`config.mk`:
```
export PLATFORM = sky130hd
export DESIGN_NAME = key_debouncer
export DESIGN_NICKNAME = d
export VERILOG_FILES = /design/src/rtl/key_debouncer_pkg.sv /design/src/rtl/key_debounce_channel.sv /design/src/rtl/key_debouncer.sv
export SDC_FILE = /design/constraint.sdc
export NUM_CORES = 1
export LEC_CHECK = 0
export CAP_MARGIN = 5
export CORE_UTILIZATION = 40
export CTS_CLUSTER_SIZE = 16
export DETAILED_ROUTE_END_ITERATION = 10
export GPL_ROUTABILITY_DRIVEN = 0
export PLACE_DENSITY = 0.58
export SETUP_SLACK_MARGIN = 0.4
export SLEW_MARGIN = 40
export SYNTH_ARGS = -nofsm -noshare
export SYNTH_HDL_FRONTEND = slang
export SYNTH_SLANG_ARGS = --single-unit
```
`constraint.sdc`:
```
create_clock -name Clk -period 1.68 [get_ports Clk]
set_input_delay 0.504 -clock Clk [delete_from_list [all_inputs] [get_ports Clk]]
set_output_delay 0.504 -clock Clk [all_outputs]
set_load 0.1 [all_outputs]
```
`src/rtl/key_debouncer_pkg.sv`:
```
// Shared types and sizing helpers for the front-panel key debouncer.
// Holds the per-key FSM state encoding and width/divider arithmetic.
// No logic lives here.
package key_debouncer_pkg;

  typedef enum logic [1:0] {
    RELEASED        = 2'd0,
    PRESS_PENDING   = 2'd1,
    PRESSED         = 2'd2,
    RELEASE_PENDING = 2'd3
  } key_state_t;

  // Number of Clk cycles between debounce samples.
  function automatic int calc_div(input int clk_hz, input int sample_hz);
    return clk_hz / sample_hz;
  endfunction

  // Bit width needed to hold values 0..n-1, never less than one bit.
  function automatic int width_for(input int n);
    return ($clog2(n) < 1) ? 1 : $clog2(n);
  endfunction

endpackage

```
`src/rtl/key_debounce_channel.sv`:
```
// One key: 2-flop synchroniser, sample-driven debounce FSM, registered level and pulses.
// Latency: 2 sync cycles + wait to next Tick + (STABLE_SAMPLES-1) Ticks + 1 output edge.
// No backpressure: pulses are single-cycle and unconditional, the consumer must take them.
module key_debounce_channel
  import key_debouncer_pkg::*;
#(
  parameter int STABLE_SAMPLES = 20
) (
  input  logic Clk,
  input  logic nReset,
  input  logic Tick,
  input  logic key_n,
  output logic level,
  output logic press_pulse,
  output logic release_pulse
);

  localparam int CW = width_for(STABLE_SAMPLES + 1);
  localparam logic [CW-1:0] CNT_ONE  = CW'(1);
  localparam logic [CW-1:0] CNT_DONE = CW'(STABLE_SAMPLES);

  logic          sync1;
  logic          sync2;
  logic          s;
  key_state_t    state;
  logic [CW-1:0] cnt;

  // Bring the raw active-low switch into the Clk domain; reset to "released".
  always_ff @(posedge Clk or negedge nReset) begin
    if (!nReset) begin
      sync1 <= 1'b1;
      sync2 <= 1'b1;
    end else begin
      sync1 <= key_n;
      sync2 <= sync1;
    end
  end

  assign s = ~sync2;

  // Debounce FSM: advances only on Tick; level and pulses are registered here so
  // the level is glitch-free and rises on the same edge as the press pulse.
  always_ff @(posedge Clk or negedge nReset) begin
    if (!nReset) begin
      state         <= RELEASED;
      cnt           <= '0;
      level         <= 1'b0;
      press_pulse   <= 1'b0;
      release_pulse <= 1'b0;
    end else begin
      press_pulse   <= 1'b0;
      release_pulse <= 1'b0;
      if (Tick) begin
        unique case (state)
          RELEASED: begin
            if (s) begin
              if (STABLE_SAMPLES == 1) begin
                state       <= PRESSED;
                level       <= 1'b1;
                press_pulse <= 1'b1;
              end else begin
                state <= PRESS_PENDING;
                cnt   <= CNT_ONE;
              end
            end
          end
          PRESS_PENDING: begin
            if (!s) begin
              // Bounce: discard the partial run.
              state <= RELEASED;
              cnt   <= '0;
            end else if ((cnt + CNT_ONE) == CNT_DONE) begin
              state       <= PRESSED;
              cnt         <= '0;
              level       <= 1'b1;
              press_pulse <= 1'b1;
            end else begin
              cnt <= cnt + CNT_ONE;
            end
          end
          PRESSED: begin
            if (!s) begin
              if (STABLE_SAMPLES == 1) begin
                state         <= RELEASED;
                level         <= 1'b0;
                release_pulse <= 1'b1;
              end else begin
                state <= RELEASE_PENDING;
                cnt   <= CNT_ONE;
              end
            end
          end
          RELEASE_PENDING: begin
            if (s) begin
              // Level stays high: the key never left the held state.
              state <= PRESSED;
              cnt   <= '0;
            end else if ((cnt + CNT_ONE) == CNT_DONE) begin
              state         <= RELEASED;
              cnt           <= '0;
              level         <= 1'b0;
              release_pulse <= 1'b1;
            end else begin
              cnt <= cnt + CNT_ONE;
            end
          end
        endcase
      end
    end
  end

endmodule

```
`src/rtl/key_debouncer.sv`:
```
// Front-panel key debouncer: shared sample prescaler plus one debounce channel per key.
// Latency: 2 sync cycles + 0..DIV-1 wait + (STABLE_SAMPLES-1)*DIV cycles + 1 output edge.
// No backpressure: Pressed is a level, Press/Release/Tick are single-cycle strobes.
module key_debouncer
  import key_debouncer_pkg::*;
#(
  parameter int N_KEYS         = 4,
  parameter int CLK_HZ         = 50_000_000,
  parameter int SAMPLE_HZ      = 1_000,
  parameter int STABLE_SAMPLES = 20
) (
  input  logic              Clk,
  input  logic              nReset,
  input  logic [N_KEYS-1:0] Key_n,
  output logic [N_KEYS-1:0] Pressed,
  output logic [N_KEYS-1:0] Press,
  output logic [N_KEYS-1:0] Release,
  output logic              Tick
);

  localparam int DIV = calc_div(CLK_HZ, SAMPLE_HZ);
  localparam int PW  = width_for(DIV);
  localparam logic [PW-1:0] RELOAD = PW'(DIV - 1);

  logic [PW-1:0] pre_cnt;
  logic          tick_q;

  // Down-counting prescaler; Tick is registered off the terminal count so the
  // first strobe lands DIV cycles after reset release and repeats every DIV cycles.
  always_ff @(posedge Clk or negedge nReset) begin
    if (!nReset) begin
      pre_cnt <= RELOAD;
      tick_q  <= 1'b0;
    end else begin
      tick_q <= (pre_cnt == '0);
      if (pre_cnt == '0) begin
        pre_cnt <= RELOAD;
      end else begin
        pre_cnt <= pre_cnt - PW'(1);
      end
    end
  end

  assign Tick = tick_q;

  genvar k;
  generate
    for (k = 0; k < N_KEYS; k++) begin : g_key
      key_debounce_channel #(
        .STABLE_SAMPLES (STABLE_SAMPLES)
      ) u_chan (
        .Clk           (Clk),
        .nReset        (nReset),
        .Tick          (tick_q),
        .key_n         (Key_n[k]),
        .level         (Pressed[k]),
        .press_pulse   (Press[k]),
        .release_pulse (Release[k])
      );
    end
  endgenerate

endmodule

```
* Word-level counts from Yosys, hierarchy flattened
Index checks and enable logic that the tools add are counted.
** Storage, ports and cells
- Output and inout port bits :: 13
- Register bits :: 65
** Operators by class
- Add/sub/neg operators :: 5
- Mux-type cells :: 101
- Reductions and logical operators :: 21
- Eq/ne operators :: 48
** Operators by type and width (count)
- $mux 5 :: 20
- $pmux 5 s4 :: 4
- $mux 2 :: 24
- $mux 1 :: 44
- $ne 2x1->1 const B :: 16
- $pmux 2 s4 :: 4
- $reduce_and 6->1 :: 4
- $add 5x1->5 const B :: 4
- $eq 5x5->1 const B :: 4
- $reduce_and 5->1 :: 4
- $eq 2x2->1 const B :: 8
- $logic_not 16->1 :: 1
- $mux 16 :: 1
- $ne 2x2->1 const B :: 8
- $sub 16x1->16 const B :: 1
- $ne 3x1->1 const B :: 4
- $ne 3x3->1 const B :: 4
- $reduce_and 3->1 :: 4
- $eq 2x1->1 const B :: 4
- $logic_not 2->1 :: 4
- $pmux 1 s2 :: 4
- $reduce_bool 2->1 :: 4

* Logic depth before layout (Yosys ltp)
Gate-level depths: netlist of the first run.
- Depth in word-level cells :: 6
- Mapped depth :: 6

* Hierarchy
From an unflattened synthesis of the first run, not the netlist that was laid out.
** Unflattened totals
- Cells, all modules :: 303
- Area total of the unflattened synthesis :: 3311.9 um2
** Modules (own cells, without submodules)
- key_debounce_channel :: cells an instance 54, instances 4, area an instance 609.3 um2, sequential area each 302.8 um2
- key_debouncer :: cells an instance 87, instances 1, area an instance 874.6 um2, sequential area each 436.7 um2

* Least setup slack after synthesis of the first run
No wires, ideal clock.
- Path kind :: register to register
- From :: reg tick_q (netlist: Tick)
- To :: reg g_key[3].u_chan.cnt[2]
- Path slack :: -256 ps
- Path buffers :: 1
- Period minus slack after synthesis :: 1936 ps
- Required time :: 1558 ps
- Data arrival time :: 1814 ps
- Stages on the path, launching flop included :: 5
- Cell sequence :: dfrtp_1 clkbuf_1 o21ai_0 a21o_1 a32o_1
** Between the ends
- Cells in the longest elaborated chain, start to end :: 1
** Ends and longest elaborated chain
- from (decl) :: line key_debouncer.sv:26 : logic tick_q;
- from (signal assigned) :: line key_debouncer.sv:35 : tick_q <= (pre_cnt == '0);
- $reduce_and 3->1 (no line)
- to (signal assigned) :: line key_debounce_channel.sv:78 : cnt <= cnt + CNT_ONE;
- to (signal assigned) :: line key_debounce_channel.sv:104 : cnt <= cnt + CNT_ONE;
- to (decl) :: line key_debounce_channel.sv:26 : logic [CW-1:0] cnt;
No other way between the ends.
A chain may end at the register's enable or synchronous reset.

* Worst setup path in the final report of the first run
- From :: reg g_key[1].u_chan.cnt[0]
- To :: reg g_key[1].u_chan.level
** Between the ends
- Cells in the longest elaborated chain, start to end :: 4
** Ends and longest elaborated chain
- from (decl) :: line key_debounce_channel.sv:26
- from (signal assigned) :: line key_debounce_channel.sv:78
- from (signal assigned) :: line key_debounce_channel.sv:104
- $add 5x1->5 * :: line key_debounce_channel.sv:72, key_debounce_channel.sv:98
- $eq 5x5->1 * :: line key_debounce_channel.sv:72, key_debounce_channel.sv:98
- $ne 2x1->1 (no line)
- $reduce_and 6->1 (no line) *
- to (signal assigned) :: line key_debounce_channel.sv:75 : level <= 1'b1;
- to (signal assigned) :: line key_debounce_channel.sv:85 : level <= 1'b0;
- to (signal assigned) :: line key_debounce_channel.sv:101 : level <= 1'b0;
- to (decl) :: line key_debounce_channel.sv:13 : output logic level,
Mark *: on every way between the ends. The rest lies on a longest branch, timed or not.

==> metrics, run 1 <==
post-route cell area=between 4000 and 5000 um2; max_cap viols=0; Critical Path Source=g_key[1].u_chan.cnt[0]$_DFFE_PN0P_; CTS tree=yes; Synth Register Bits=between 60 and 70; Clock Sinks=between 60 and 70; Critical Path AT=around 1.8 ns; Clock Tree Buf Depth=2; M3 GR Usage=0.0541; vias in the first global route=2421; average size of a mapped cell=10.4 um2; Crit-path slowest cell=dfrtp_1; RSZ-0062 raised after global routing=yes; gr busiest metal=met2; initial antenna violation count=0; Die Width=approximately 90 um; peak supply drop=between 0.0004 and 0.0005 V; minimum clock period=about 1.5 ns; Slew HR=0.720; Total GRT Usage=0.171; die area=about 8100 um2; Final Setup Violations=0; first-pass GRT wire length=11100 um; worst-path fanout max=3; Max Slew Vio Count=0; core area=7370 um2; Mapped Area=between 3000 and 4000 um2; first drt pass iteration count=5; register area=1660 um2; Via Count=~2400; Site Rows=31; overall routed net length=around 6700 um; Layout Nets=370; CP required=between 1.5 and 2 ns; io pins=19; outcome=finished clean; worst r2r src=g_key[1].u_chan.cnt[0]$_DFFE_PN0P_; total grt overflow=0; Initial Util=0.421; dpl cell area=around 3600 um2; skew final=about 0.012 ns; Gate Count Post-Synth=roughly 300; endpoints failing hold=0; Worst-Skew Late Latency=between 0.3 and 0.4 ns; Post-synth top flop=dfrtp_1; actual slew at the worst max-slew pin=between 0.4 and 0.5 ns; H-tree depth=3; DR DRC count=0; max incr delay on CP=~0.37 ns; crit-path cells=ha_2, nor4bb_4, and3_4, nand2_4, a211o_1; total CTS buffers=9; DR vias/cell=between 5 and 6; f_max=about 0.65 GHz; number of inserted diodes=0; share of layout cells above drive strength 1=0.477; Yosys warning count=0; M2 GR Usage=0.288; number of synthesized flops with an enable pin=0; clk root buf=clkbuf_8; Hold WC Path Type=in -> async; CP Class=reg -> reg; initial DRC count=roughly 100; sequential fraction of the synthesis area=0.531; crit share post-route=0.921; Async SR Flop Fraction=1.00; I/O Buffers=18; pin count of the biggest net entering global routing=66; Routed wire per std cell=14.5 um; Leak=1.78 nW; area of the multi-input gates=about 1800 um2; Layout Area Growth over Synthesis=49.1%; power per cell area=a little over 600 nW/um2; TNS Setup=0 ns; DP HPWL=~3400 um; met1 GRT Util=0.207; Yosys cell types=between 40 and 50; Filler cells=between 500 and 600; Startpoint Class=flop; die span in y=between 90 and 100 um; clock slew at reported path FFs=around 0.080 ns; Mapped Nets=between 300 and 400; crit end category=flop; antenna viol nets, final=0
-- cells in the final DEF (no fill, tap or decap), types with 4 or more instances in the layout --
cell / synthesis / final
a21oi_1: 11 / 6
a21oi_2: 0 / 5
a22o_1: 4 / 4
and3_4: 2 / 4
buf_12: 0 / 18
buf_4: 13 / 21
buf_6: 1 / 19
clkbuf_1: 3 / 4
clkbuf_8: 0 / 9
clkdlybuf4s50_1: 0 / 4
dfrtp_1: 48 / 44
dfstp_2: 17 / 17
ha_2: 0 / 4
inv_1: 15 / 13
nand2_1: 33 / 21
nand2_2: 1 / 9
nand2b_1: 5 / 5
nand3_1: 13 / 7
nand3_4: 0 / 4
nand3b_1: 4 / 4
nor2_1: 19 / 11
nor2_2: 0 / 4
nor2_4: 0 / 4
o21ai_0: 33 / 9
o21ai_1: 0 / 18
xnor2_1: 9 / 5
xor2_1: 9 / 7
-- critical path: cells and delay by family, from the launching register on --
family | cells | cell delay, ns
AND/OR/NAND/NOR | 3 | 0.59
flip-flops | 1 | 0.37
AO/OA/AOI/OAI | 1 | 0.26
adder cells (fa/ha/maj) | 1 | 0.21
-- final cells by class --
type                    count  area share
well taps                  99      0.0268
clock inverters             3     0.00433
flip-flops and latches     65       0.358
multi-input cells         200       0.385
clock buffers              13      0.0300
repair buffers             66       0.182
inverters                  16      0.0141
-- cell usage after synthesis, drive strengths merged, types with 2 or more instances --
cell	instances	area [um2]
o21bai	2	15.0
nand4b	2	17.5
nand4bb	2	22.5
nor3b	3	27.5
nand3	13	65.1
a22oi	3	22.5
ha	6	75.1
inv	15	56.3
nor2	19	71.3
nor4b	2	17.5
xor2	9	78.8
nor3	5	25.0
nor2b	2	12.5
dfrtp	48	1200
dfstp	17	447
o2bb2ai	4	35.0
a21oi	11	55.1
xnor2	9	78.8
mux2	3	33.8
nand2	34	130
nand3b	4	30.0
buf	14	109
nor4	4	37.5
nand4	3	25.0
o21a	3	22.5
and3	6	47.5
clkbuf	3	11.3
o211ai	2	15.0
nand2b	5	31.3
a22o	4	35.0
o21ai	33	165
-- per-layer routing --
layer / part of all wire / vias to the layer above
met1: 0.43 / 1189
li1: - / 1154
met2: 0.50 / 56
met3: 0.040 / 19
met5: 0 / -
met4: 0.028 / 0
-- state kept, by name, summed over array words and instances (netlist names), named ones only --
| signal | count |
|---|---|
| Tick | 1 |
| g_key.u_chan.cnt | 20 |
| g_key.u_chan.level | 4 |
| g_key.u_chan.press_pulse | 4 |
| g_key.u_chan.release_pulse | 4 |
| g_key.u_chan.state | 4 |
| g_key.u_chan.sync1 | 4 |
| g_key.u_chan.sync2 | 4 |
| pre_cnt | 16 |
-- per-stage QoR --
stage	hold slack (ns)	cells	total power [mW]	util	setup WS [ns]
after floorplan	0.208	298	1.66	-	0.248
after global placement	0.346	400	1.72	0.483	0.183
after detailed placement	0.347	400	1.72	0.483	0.0989
after CTS	0.183	450	2.85	0.577	0.130
after global routing	0.179	462	2.96	0.627	0.103
final	0.164	462	2.83	0.627	0.132
-- power breakdown --
part           total, mW  switching (mW)  internal, mW
combinational     0.0917          0.0539        0.0378
sequential          1.63          0.0375          1.59
clock               1.11           0.575         0.535
-- path summary, 6_finish.rpt --
kind / endpoint / cells after the start / slack [ns]
min: g_key[0].u_chan.cnt[3]$_DFFE_PN0P_ / 2 / 0.16
max in group asynchronous: pre_cnt[15]$_DFF_PN1_ / 2 / 1.18
max reg2reg: g_key[1].u_chan.level$_DFFE_PN0P_ / 5 / 0.13
min reg2reg: g_key[1].u_chan.sync2$_DFF_PN1_ / 0 / 0.36
max: g_key[1].u_chan.level$_DFFE_PN0P_ / 5 / 0.13
min in group Clk: g_key[1].u_chan.sync2$_DFF_PN1_ / 0 / 0.36
-- logic make-up (layout without fill, tap and decap cells) --
logic type               count (synthesis)  in the layout  synth area share
AO/OA/AOI/OAI                           67             67             0.132
buffers and inverters                   33             98            0.0585
multiplexers                             3              3            0.0109
adder cells (fa/ha/maj)                  6              6            0.0242
AND/OR/NAND/NOR                        106            106             0.193
XOR/XNOR                                18             18            0.0508
flip-flops                              65             65             0.531
-- what timing repair did --
item,CTS,global route
setup endpoints to repair,64,68
buffers inserted,33,10
resized for setup,60,68
hold buffers,0,0
pin swaps,13,21
cloned,1,2
No activity file was read; power rests on OpenSTA's default activity.
==> run 2: changes to the inputs <==
CTS_CLUSTER_DIAMETER = 100   (was default)
==> results of run 2 <==
Final layout, timing and power as in run 1 (identical DEF).
